`config.mk`:
```
export PLATFORM = sky130hd
export DESIGN_NAME = video_clock_sequencer
export DESIGN_NICKNAME = d
export VERILOG_FILES = /design/src/rtl/video_clock_sequencer_pkg.sv /design/src/rtl/video_clock_sequencer_sync_2ff.sv /design/src/rtl/video_clock_sequencer.sv
export SDC_FILE = /design/constraint.sdc
export NUM_CORES = 1
export LEC_CHECK = 0
export CAP_MARGIN = 20
export CORE_MARGIN = 2
export CORE_UTILIZATION = 35
export DETAILED_ROUTE_END_ITERATION = 12
export GPL_ROUTABILITY_DRIVEN = 1
export SYNTH_ARGS = -nofsm -noshare
export SYNTH_HDL_FRONTEND = slang
export SYNTH_HIERARCHICAL = 1
export SYNTH_SLANG_ARGS = --single-unit
```
`constraint.sdc`:
```
create_clock -name clk27 -period 6.3 [get_ports clk27]
set_clock_uncertainty 0.1 [all_clocks]
set_input_delay 1.26 -clock clk27 [delete_from_list [all_inputs] [get_ports clk27]]
set_output_delay 1.26 -clock clk27 [all_outputs]
set_load 0.05 [all_outputs]
```
`src/rtl/video_clock_sequencer_pkg.sv`:
```
`default_nettype none
// ============================================================================
// Module      : video_clock_sequencer_pkg
// Description : Shared video timing header: pixel-clock codes, sequencer
//               state encoding and counter helpers.
// Revision    : 1.0 - initial release
// ============================================================================
package video_clock_sequencer_pkg;

    localparam int CFG_W = 4;
    localparam int CNT_W = 21;

    typedef logic [CFG_W-1:0] pixel_clock_t;
    typedef logic [CNT_W-1:0] cnt_t;

    localparam pixel_clock_t PIXEL_CLOCK_25  = 4'h0;
    localparam pixel_clock_t PIXEL_CLOCK_74  = 4'h1;
    localparam pixel_clock_t PIXEL_CLOCK_126 = 4'h2;
    localparam pixel_clock_t PIXEL_CLOCK_148 = 4'h3;
    localparam pixel_clock_t PIXEL_CLOCK_325 = 4'h4;

    typedef logic [2:0] seq_state_t;

    localparam seq_state_t ST_RST_ASSERT  = 3'd0;
    localparam seq_state_t ST_SWITCH      = 3'd1;
    localparam seq_state_t ST_WAIT_UNLOCK = 3'd2;
    localparam seq_state_t ST_WAIT_LOCK   = 3'd3;
    localparam seq_state_t ST_SETTLE      = 3'd4;
    localparam seq_state_t ST_RUN         = 3'd5;
    localparam seq_state_t ST_FAIL        = 3'd6;

    function automatic cnt_t sat_inc(input cnt_t v);
        return (v == '1) ? v : v + cnt_t'(1);
    endfunction

endpackage
`default_nettype wire

```
`src/rtl/video_clock_sequencer_sync_2ff.sv`:
```
`default_nettype none
// ============================================================================
// Module      : sync_2ff
// Description : Two-flop synchronizer for asynchronous level inputs.
// Revision    : 1.0 - initial release
// ============================================================================
module sync_2ff #(
    parameter int WIDTH = 1
) (
    input  logic             clk,
    input  logic             rstn,
    input  logic [WIDTH-1:0] i_d,
    output logic [WIDTH-1:0] o_q
);

    logic [WIDTH-1:0] r_meta;
    logic [WIDTH-1:0] r_sync;

    always_ff @(posedge clk or negedge rstn) begin
        if (!rstn) begin
            r_meta <= '0;
            r_sync <= '0;
        end else begin
            r_meta <= i_d;
            r_sync <= r_meta;
        end
    end

    assign o_q = r_sync;

endmodule
`default_nettype wire

```
`src/rtl/video_clock_sequencer.sv`:
```
`default_nettype none
// ============================================================================
// Module      : video_clock_sequencer
// Description : Sequences pixel-clock reconfiguration: holds video reset,
//               switches the clock code, waits for PLL relock and settling.
// Revision    : 1.0 - initial release
// ============================================================================
module video_clock_sequencer
    import video_clock_sequencer_pkg::*;
#(
    parameter int RST_HOLD     = 16,
    parameter int UNLOCK_WAIT  = 64,
    parameter int LOCK_TIMEOUT = 1048576,
    parameter int SETTLE       = 1024
) (
    input  logic             clk27,
    input  logic             rstn,
    input  logic [CFG_W-1:0] req_config,
    input  logic             req_valid,
    output logic             req_ready,
    input  logic             lock,
    output logic [CFG_W-1:0] clock_config,
    output logic             video_rstn,
    output logic             busy,
    output logic             timeout_err
);

    localparam cnt_t c_RST_HOLD_LAST = cnt_t'(RST_HOLD - 1);
    localparam cnt_t c_UNLOCK_LAST   = cnt_t'(UNLOCK_WAIT - 1);
    localparam cnt_t c_TIMEOUT_LAST  = cnt_t'(LOCK_TIMEOUT - 1);
    localparam cnt_t c_SETTLE_LAST   = cnt_t'(SETTLE - 1);

    logic         w_lock_s;
    logic         w_accept;
    seq_state_t   r_state;
    cnt_t         r_cnt;
    pixel_clock_t r_pending;
    pixel_clock_t r_clock_config;
    logic         r_video_rstn;
    logic         r_timeout_err;

    sync_2ff #(
        .WIDTH (1)
    ) u_lock_sync (
        .clk  (clk27),
        .rstn (rstn),
        .i_d  (lock),
        .o_q  (w_lock_s)
    );

    assign req_ready    = (r_state == ST_RUN) || (r_state == ST_FAIL);
    assign busy         = !req_ready;
    assign w_accept     = req_valid && req_ready;
    assign clock_config = r_clock_config;
    assign video_rstn   = r_video_rstn;
    assign timeout_err  = r_timeout_err;

    always_ff @(posedge clk27 or negedge rstn) begin
        if (!rstn) begin
            r_state        <= ST_RST_ASSERT;
            r_cnt          <= '0;
            r_pending      <= PIXEL_CLOCK_126;
            r_clock_config <= PIXEL_CLOCK_126;
            r_video_rstn   <= 1'b0;
            r_timeout_err  <= 1'b0;
        end else begin
            case (r_state)
                ST_RST_ASSERT: begin
                    r_video_rstn <= 1'b0;
                    if (r_cnt >= c_RST_HOLD_LAST) begin
                        r_state <= ST_SWITCH;
                        r_cnt   <= '0;
                    end else begin
                        r_cnt <= sat_inc(r_cnt);
                    end
                end
                ST_SWITCH: begin
                    r_clock_config <= r_pending;
                    r_state        <= ST_WAIT_UNLOCK;
                    r_cnt          <= '0;
                end
                ST_WAIT_UNLOCK: begin
                    // A PLL that never reports unlock must not stall the switch
                    if (!w_lock_s || (r_cnt >= c_UNLOCK_LAST)) begin
                        r_state <= ST_WAIT_LOCK;
                        r_cnt   <= '0;
                    end else begin
                        r_cnt <= sat_inc(r_cnt);
                    end
                end
                ST_WAIT_LOCK: begin
                    if (w_lock_s) begin
                        r_state <= ST_SETTLE;
                        r_cnt   <= '0;
                    end else if (r_cnt >= c_TIMEOUT_LAST) begin
                        r_state       <= ST_FAIL;
                        r_timeout_err <= 1'b1;
                        r_cnt         <= '0;
                    end else begin
                        r_cnt <= sat_inc(r_cnt);
                    end
                end
                ST_SETTLE: begin
                    if (!w_lock_s) begin
                        r_state <= ST_WAIT_LOCK;
                        r_cnt   <= '0;
                    end else if (r_cnt >= c_SETTLE_LAST) begin
                        r_state      <= ST_RUN;
                        r_video_rstn <= 1'b1;
                        r_cnt        <= '0;
                    end else begin
                        r_cnt <= sat_inc(r_cnt);
                    end
                end
                ST_RUN: begin
                    // A new request takes priority over a simultaneous lock loss
                    if (w_accept) begin
                        r_pending     <= req_config;
                        r_timeout_err <= 1'b0;
                        r_state       <= ST_RST_ASSERT;
                        r_video_rstn  <= 1'b0;
                        r_cnt         <= '0;
                    end else if (!w_lock_s) begin
                        r_state      <= ST_RST_ASSERT;
                        r_video_rstn <= 1'b0;
                        r_cnt        <= '0;
                    end else begin
                        r_cnt <= sat_inc(r_cnt);
                    end
                end
                ST_FAIL: begin
                    r_video_rstn <= 1'b0;
                    if (w_accept) begin
                        r_pending     <= req_config;
                        r_timeout_err <= 1'b0;
                        r_state       <= ST_RST_ASSERT;
                        r_cnt         <= '0;
                    end else begin
                        r_cnt <= sat_inc(r_cnt);
                    end
                end
                default: begin
                    r_state      <= ST_RST_ASSERT;
                    r_video_rstn <= 1'b0;
                    r_cnt        <= '0;
                end
            endcase
        end
    end

endmodule
`default_nettype wire

```
==> flow_summary.yaml, run 1 <==
pwr:
  clkPwrFrac: 0.225
  p_seq_frac: 0.374
  p_total_uw: 893
  p_int_uw: 538
  ir_worst_vdd_uv: 248
  powerDensity_mw_per_mm2: 378
  leakage_uw: 0.000865
  combPwrFrac: 0.401
  p_sw_frac: 0.398
  p_switching_uw: 355
worst_setup_path:
  crit_fanout: 14
  cp.required_ns: 4.94
  cp-end-kind: "output pin"
  cp-start-kind: "flip-flop"
  critical_path_class: "flip-flop to output pin"
  worstPathArrival_ns: 2.11
finish:
  final_cells: 284
  final_common_cell: "dfrtp_1"
  finalNetCount: 220
  final_area_mm2: 0.00236
  drive_above_1_share: 0.236
  syn_to_final_growth_pct: 14.7
  layout_common_cells: "dfrtp_1, nor2_2, nand2_1, clkdlybuf4s50_1, nor2_1"
  diodes: 0
logic_synthesis:
  yosysUniqueCellTypes: 50
  ys_seq_elements: 36
  synthCells: 197
  synth_area_mm2: 0.00206
  syn_area_per_cell_um2: 10.5
  syn_nets: 206
  synth_ff_type: "dfrtp_1"
  yosysSeqAreaShare: 0.438
  yosys_warnings: 6
  synthArstFlopShare: 1.00
  synth-edff-count: 0
placed_design:
  gp_congestion: 0.789
  dp_hpwl_mm: 2.90
  io_buffers: 15
  place_ws_ns: 2.87
  placed_area_mm2: 0.00225
  dp.cells: 276
hold_path:
  min-delay-path-class: "flip-flop to flip-flop"
clock_network:
  clkTransAtPathRegs_ns: 0.07
  htreeDepth: 2
  holdBufCountCts: 0
  cts_resized: 0
  post-cts-setup-buffer-count: 0
  worstSkewPairLatency_ns: 0.29
  clockBufferDepth: 2
  cts_sinks: 36
  numCtsBuffers: 5
  root_buffer: "clkbuf_8"
  cts_tree: "done"
sta:
  fin_crit_sh: 0.551
  final_max_slew_viol_count: 0
  tightest_slew_ns: 0.889
  finalWorstSetupSlack_ns: 2.83
  fin_setup_tns_ns: 0
  fin_crit_ns: 3.47
  setup_viol: 0
  fmax_mhz: 288
  finalHoldViolCount: 0
  grt_setup_unrepaired: "no"
  slew_headroom: 0.408
grt:
  grt_pass1_wl_mm: 7.08
  first_global_vias: 1498
  grtUsageTotal: 0.141
  grt_max_degree: 37
  grt_antenna_before_repair: 0
  grt_remaining_overflow: 0
route:
  wl_per_cell_um: 14.3
  finalWirelength_mm: 4.06
  via_per_inst: 5.27
  ant_nets: 0
  via_count: 1496
  drc_errors: 0
  firstDrtPassIters: 4
  drtIter0Drc: 44
job:
  maxCapViolCount: 0
floorplan:
  design.portCount: 16
  floorplan.rows: 27
  die_h_um: 80.7
  die_w_um: 80.7
  dieArea_mm2: 0.00652
  core_area_mm2: 0.00561
  start_util: 0.367
outcome:
  outcome: "finished, final reports clean"
area by class of cell:
cell class | count | area [um2]
fill | 558 | 3240
multi-input combinational | 145 | 1080
sequential | 36 | 903
timing repair buffer | 16 | 153
tap | 72 | 90.1
clock buffer | 5 | 68.8
clock inverter | 3 | 42.5
inverter | 7 | 26.3
final timing paths:
| check | from | end | slack [ns] | cells after the start |
|---|---|---|---|---|
| setup / recovery | r_state[1]$_DFFE_PN0P_ | req_ready | 2.83 | 3 |
| hold / removal | u_lock_sync/r_meta$_DFF_PN0_ | u_lock_sync/o_q$_DFF_PN0_ | 0.26 | 0 |
| setup reg to reg | r_cnt[0]$_DFF_PN0_ | r_cnt[17]$_DFF_PN0_ | 3.42 | 7 |
| hold reg to reg | u_lock_sync/r_meta$_DFF_PN0_ | u_lock_sync/o_q$_DFF_PN0_ | 0.26 | 0 |
| max in group asynchronous | rstn | r_cnt[19]$_DFF_PN0_ | 4.57 | 1 |
| min in group asynchronous | rstn | clock_config[2]$_DFFE_PN0P_ | 0.98 | 1 |
routing by layer:
layer	GRT usage	wire length [um]	up-vias
li1	-	-	744
met1	0.192	2010	726
met2	0.216	1900	20
met3	0.0300	89	6
met4	0.0661	67	0
met5	0	0	-
sequential cells by signal, indices dropped and copies added (netlist names):
name / count
r_cnt: 21
r_state: 3
r_pending: 4
clock_config: 4
u_lock_sync/o_q: 1
video_rstn: 1
u_lock_sync/r_meta: 1
timeout_err: 1
logic make-up after synthesis:
kind of cell | Yosys count | synth area share
mux | 8 | 0.0437
buf+inv | 16 | 0.0376
simple gates | 74 | 0.209
compound gates | 46 | 0.197
fa+ha+maj | 1 | 0.00607
xor+xnor | 16 | 0.0680
flops | 36 | 0.438
Yosys cell counts, types with 3 or more instances:
cell type,instances,area share
o21ai_0,6,0.015
xnor2_1,9,0.038
nand4_1,3,0.0091
clkbuf_1,5,0.0091
nor2_2,16,0.049
nor4_1,3,0.0091
nand2_1,14,0.026
a21oi_1,6,0.015
nand2b_1,3,0.0091
inv_1,7,0.013
nor3_1,3,0.0073
and4_1,3,0.013
nor2_1,13,0.024
mux2_2,8,0.044
xor2_1,7,0.030
a2111oi_4,3,0.040
a211oi_1,7,0.026
nand3_1,4,0.0097
dfrtp_1,34,0.41
metrics by stage:
step	hold slack [ns]	util
after detailed placement	0.252	0.402
final	0.264	0.421
after CTS	0.269	0.421
after floorplan	0.231	-
after global routing	0.270	0.421
after global placement	0.232	0.402
worst max-delay path: stages, from the launching register on:
cell and delay, ns:
dfrtp_1 0.52, nand2b_1 0.23, a21boi_1 0.24, clkdlybuf4s50_1 0.85
power by group through the flow:
stage / combinational (uW) / clock [uW] / sequential [uW]
after floorplan: 264 / 0 / 363
after global placement: 362 / 0 / 339
after detailed placement: 366 / 0 / 337
after global routing: 389 / 222 / 343
final: 359 / 201 / 334
after CTS: 366 / 207 / 334
No activity file was read; power rests on OpenSTA's default activity.
==> inputs of run 2 (changes only) <==
==> constraint.sdc (replaced) <==
create_clock -name clk27 -period 3 [get_ports clk27]
set_clock_uncertainty 0.1 [all_clocks]
set_input_delay 0.6 -clock clk27 [delete_from_list [all_inputs] [get_ports clk27]]
set_output_delay 0.6 -clock clk27 [all_outputs]
set_load 0.05 [all_outputs]
==> run 2 against run 1 <==
- register-to-register slack got worse by 2.8 ns
- critical path depth unchanged
- clock-buffer cell count unchanged
- setup slack got worse by 2.7 ns
- critical path type unchanged
- critical endpoint unchanged
- highest routed layer unchanged
==> flow_summary.yaml, run 2 (synthesis results as in run 1) <==
worst_setup_path:
  r2r_setup_slack_ns: 0.61
  worstPathArrival_ns: 2.13
  crit_chain: "nand2b_1 > a21boi_1 > clkdlybuf4s50_1"
  timing.critical_path.to: "req_ready"
  cp.required_ns: 2.30
  max_stage_delay_ns: 0.84
  worst-path-stages: 3
  cp-start-kind: "flip-flop"
  reg2reg_depth: 7
  critical_path_class: "flip-flop to output pin"
  worstReg2RegEnd: "r_cnt[16]$_DFF_PN0_"
  critPathTopFamily: "buffers and inverters"
  cp-end-kind: "output pin"
  crit_start: "r_state[1]$_DFFE_PN0P_"
  crit_buf_inv: 1
  cp_slowest_cell: "clkdlybuf4s50_1"
  r2r-start: "r_cnt[0]$_DFF_PN0_"
  crit_fanout: 14
floorplan:
  core_area_mm2: 0.00561
  start_util: 0.367
  dieArea_mm2: 0.00652
  design.portCount: 16
  floorplan.rows: 27
  die_w_um: 80.7
  die_h_um: 80.7
clock_network:
  cts_tree: "done"
  numCtsBuffers: 5
  clkTransAtPathRegs_ns: 0.07
  cts_resized: 0
  clockBufferDepth: 2
  cts_sinks: 36
  worstSkewPairLatency_ns: 0.29
  htreeDepth: 2
  root_buffer: "clkbuf_8"
  holdBufCountCts: 0
  post-cts-setup-buffer-count: 0
finish:
  syn_to_final_growth_pct: 17.0
  final_area_mm2: 0.00241
  regMostFlops: "r_cnt"
  final_cells: 284
  final_common_cell: "dfrtp_1"
  drive_above_1_share: 0.236
  layout_common_cells: "dfrtp_1, nor2_2, nand2_1, clkdlybuf4s50_1, nor2_1"
  largest_reg_flops: 21
  diodes: 0
  finalNetCount: 220
sta:
  final_max_slew_viol_count: 0
  setup_viol: 0
  slew_headroom: 0.393
  tightest_slew_ns: 0.911
  fin_crit_sh: 0.944
  fin_setup_tns_ns: 0
  fmax_mhz: 353
  finalWorstSetupSlack_ns: 0.169
  fin_crit_ns: 2.83
  grt_setup_unrepaired: "no"
  hold_slack_ns: 0.251
  finalHoldViolCount: 0
outcome:
  outcome: "finished, final reports clean"
grt:
  grt_pass1_wl_mm: 7.03
  grt_remaining_overflow: 0
  first_global_vias: 1427
  grt_max_degree: 37
  grt_antenna_before_repair: 0
  grtUsageTotal: 0.141
hold_path:
  min-delay-path-class: "flip-flop to flip-flop"
route:
  firstDrtPassIters: 4
  ant_nets: 0
  finalWirelength_mm: 3.96
  drtIter0Drc: 59
  wl_per_cell_um: 14.0
  via_count: 1473
  via_per_inst: 5.19
  drc_errors: 0
placed_design:
  gp_congestion: 0.830
  dp.cells: 276
  place_ws_ns: 0.486
  placed_area_mm2: 0.00225
  dp_hpwl_mm: 2.79
  io_buffers: 15
job:
  maxCapViolCount: 0
pwr:
  powerDensity_mw_per_mm2: 848
  leakage_uw: 0.000889
  ir_worst_vdd_uv: 424
-- run 2: through the flow --
stage,util,power (uW)
after floorplan,-,1320
after global placement,0.402,1470
after detailed placement,0.402,1470
after CTS,0.430,2070
after global routing,0.430,2170
final,0.430,2050
-- run 2: report_power, final --
| group | total [uW] | internal (uW) | switching (uW) |
|---|---|---|---|
| Combinational | 753 | 296 | 457 |
| Sequential | 699 | 588 | 111 |
| Clock | 593 | 416 | 177 |
-- run 2: worst min path at each step --
stage,start,endpoint,slack (ns),depth (start not counted)
final,u_lock_sync/r_meta$_DFF_PN0_,u_lock_sync/o_q$_DFF_PN0_,0.25,0
after global routing,u_lock_sync/r_meta$_DFF_PN0_,u_lock_sync/o_q$_DFF_PN0_,0.26,0
after CTS,u_lock_sync/r_meta$_DFF_PN0_,u_lock_sync/o_q$_DFF_PN0_,0.25,0
after detailed placement,u_lock_sync/r_meta$_DFF_PN0_,u_lock_sync/o_q$_DFF_PN0_,0.23,0
after global placement,u_lock_sync/r_meta$_DFF_PN0_,u_lock_sync/o_q$_DFF_PN0_,0.23,0
after floorplan,rstn,clock_config[0]$_DFFE_PN0P_,0.20,0
-- run 2: final cells by class --
cell class | count | area, um2
clock inverters | 3 | 90.1
flip-flops and latches | 36 | 903
well taps | 72 | 90.1
inverters | 7 | 26.3
repair buffers | 16 | 153
clock buffers | 5 | 68.8
multi-input cells | 145 | 1080
fillers | 562 | 3200
-- run 2: per-layer routing --
metal  vias to the layer above  routed length (um)  GRT usage
li1                        741                   -          -
met1                       713                1990      0.195
met2                        15                1810      0.207
met3                         4                  83     0.0322
met4                         0                  74     0.0746
met5                         -                   0          0
==> inputs of run 3 (changes only) <==
--- a/config.mk
+++ b/config.mk
@@ -10,6 +10,8 @@
 export CORE_UTILIZATION = 35
 export DETAILED_ROUTE_END_ITERATION = 12
 export GPL_ROUTABILITY_DRIVEN = 1
+export PLACE_DENSITY = 0.51
+export SLEW_MARGIN = 20
 export SYNTH_ARGS = -nofsm -noshare
 export SYNTH_HDL_FRONTEND = slang
 export SYNTH_HIERARCHICAL = 1
==> run 3 against run 2 <==
- cell count rose by 0.70%
- hold slack better by 0.0043 ns
- utilization shrank 0.87 points
- global-route usage up 0.58 points
- sequential power up 0.9%
- via count grew 3.1%
- design area shrank 2.0%
- setup slack lost 0.036 ns
- combinational power increased by 5.3%
- wire length increased by 8.6%
- critical path depth stayed put
==> flow_summary.yaml, run 3 (synthesis results as in run 1) <==
outcome:
  outcome: "finished, final reports clean"
route:
  finalWirelength_mm: 4.30
  firstDrtPassIters: 4
  via_per_inst: 5.31
  ant_nets: 0
  wl_per_cell_um: 15.0
  drc_errors: 0
  drtIter0Drc: 47
  via_count: 1519
pwr:
  clkPwrFrac: 0.191
  combPwrFrac: 0.428
  p_seq_frac: 0.381
  p_int_uw: 1090
  ir_worst_vdd_uv: 452
  powerDensity_mw_per_mm2: 784
  p_switching_uw: 764
  leakage_uw: 0.000865
  p_sw_frac: 0.412
worst_setup_path:
  cp.required_ns: 2.30
  cp-start-kind: "flip-flop"
  r2r-start: "r_cnt[0]$_DFF_PN0_"
  cp-end-kind: "output pin"
  r2r_setup_slack_ns: 0.60
  max_stage_delay_ns: 0.85
  worstReg2RegEnd: "r_cnt[16]$_DFF_PN0_"
  critical_path_class: "flip-flop to output pin"
  crit_fanout: 14
  crit_chain: "nand2b_1 > a21boi_1 > clkdlybuf4s50_1"
  reg2reg_depth: 7
  critPathTopFamily: "buffers and inverters"
  crit_buf_inv: 1
  cp_slowest_cell: "clkdlybuf4s50_1"
  worstPathArrival_ns: 2.17
finish:
  largest_reg_flops: 21
  final_common_cell: "dfrtp_1"
  syn_to_final_growth_pct: 14.6
  finalNetCount: 222
  regMostFlops: "r_cnt"
  regArea_um2: 903
  layout_common_cells: "dfrtp_1, nor2_2, clkdlybuf4s50_1, nand2_1, nor2_1"
  num-fill-cells: 557
  final_cells: 286
  multiInputGateArea_mm2: 0.00108
  drive_above_1_share: 0.229
  diodes: 0
sta:
  fmax_mhz: 349
  finalHoldViolCount: 0
  finalWorstSetupSlack_ns: 0.133
  setup_viol: 0
  tightest_slew_ns: 0.639
  fin_setup_tns_ns: 0
  slew_headroom: 0.571
  fin_crit_sh: 0.956
  grt_setup_unrepaired: "no"
  final_max_slew_viol_count: 0
  fin_crit_ns: 2.87
clock_network:
  clockBufferDepth: 2
  cts_tree: "done"
  worstSkewPairLatency_ns: 0.29
  root_buffer: "clkbuf_8"
  clkTransAtPathRegs_ns: 0.07
  cts_sinks: 36
  cts_resized: 0
  htreeDepth: 2
  holdBufCountCts: 0
  post-cts-setup-buffer-count: 0
  numCtsBuffers: 5
job:
  maxCapViolCount: 0
placed_design:
  place_ws_ns: 0.470
  dp.cells: 278
  io_buffers: 15
  dp_hpwl_mm: 3.13
  gp_congestion: 0.899
floorplan:
  start_util: 0.367
  design.portCount: 16
  die_h_um: 80.7
  dieArea_mm2: 0.00652
  core_area_mm2: 0.00561
  die_w_um: 80.7
  floorplan.rows: 27
hold_path:
  holdPathEnd: "u_lock_sync/o_q$_DFF_PN0_"
  hold_depth: 0
  min-delay-path-class: "flip-flop to flip-flop"
  holdCritStartpoint: "u_lock_sync/r_meta$_DFF_PN0_"
grt:
  grt_antenna_before_repair: 0
  grt_pass1_wl_mm: 7.33
  first_global_vias: 1538
  grt_remaining_overflow: 0
  grt_max_degree: 37
  grtUsageTotal: 0.147
[run 3: power groups by stage]
stage               logic (uW)  registers, uW  clock network [uW]
floorplan                  555            762                   0
global placement           781            697                   0
detailed placement         795            710                   0
CTS                        799            701                 368
global route               853            721                 391
finish                     793            705                 354
[run 3: how the worst max path moves through the flow]
stage,startpoint,endpoint,slack [ns],cells after the start
final,r_state[1]$_DFFE_PN0P_,req_ready,0.13,3
after global routing,r_state[1]$_DFFE_PN0P_,req_ready,0.02,3
after CTS,r_state[1]$_DFFE_PN0P_,req_ready,0.14,3
after global placement,r_state[1]$_DFFE_PN0P_,req_ready,0.52,3
after detailed placement,r_state[1]$_DFFE_PN0P_,req_ready,0.47,3
after floorplan,r_state[1]$_DFFE_PN0P_,busy,0.19,4
[run 3: per-stage QoR]
| stage | area, um2 | total power, uW | hold slack, ns | utilization |
|---|---|---|---|---|
| floorplan | 2060 | 1320 | 0.204 | - |
| global placement | 2270 | 1480 | 0.236 | 0.405 |
| detailed placement | 2270 | 1500 | 0.243 | 0.405 |
| CTS | 2360 | 1870 | 0.260 | 0.421 |
| global route | 2360 | 1970 | 0.273 | 0.421 |
| finish | 2360 | 1850 | 0.255 | 0.421 |
[run 3: cell type report]
type / count / area share
inverters: 7 / 0.0111
well taps: 72 / 0.0381
flip-flops and latches: 36 / 0.382
clock buffers: 8 / 0.0381
multi-input cells: 145 / 0.457
repair buffers: 18 / 0.0731
[run 3: metal layers]
layer,wire length (um),track usage,part of all wire
met3,104,0.0333,0.024
met5,0,0,0
met1,2130,0.197,0.50
met4,86,0.0593,0.020
met2,1980,0.232,0.46
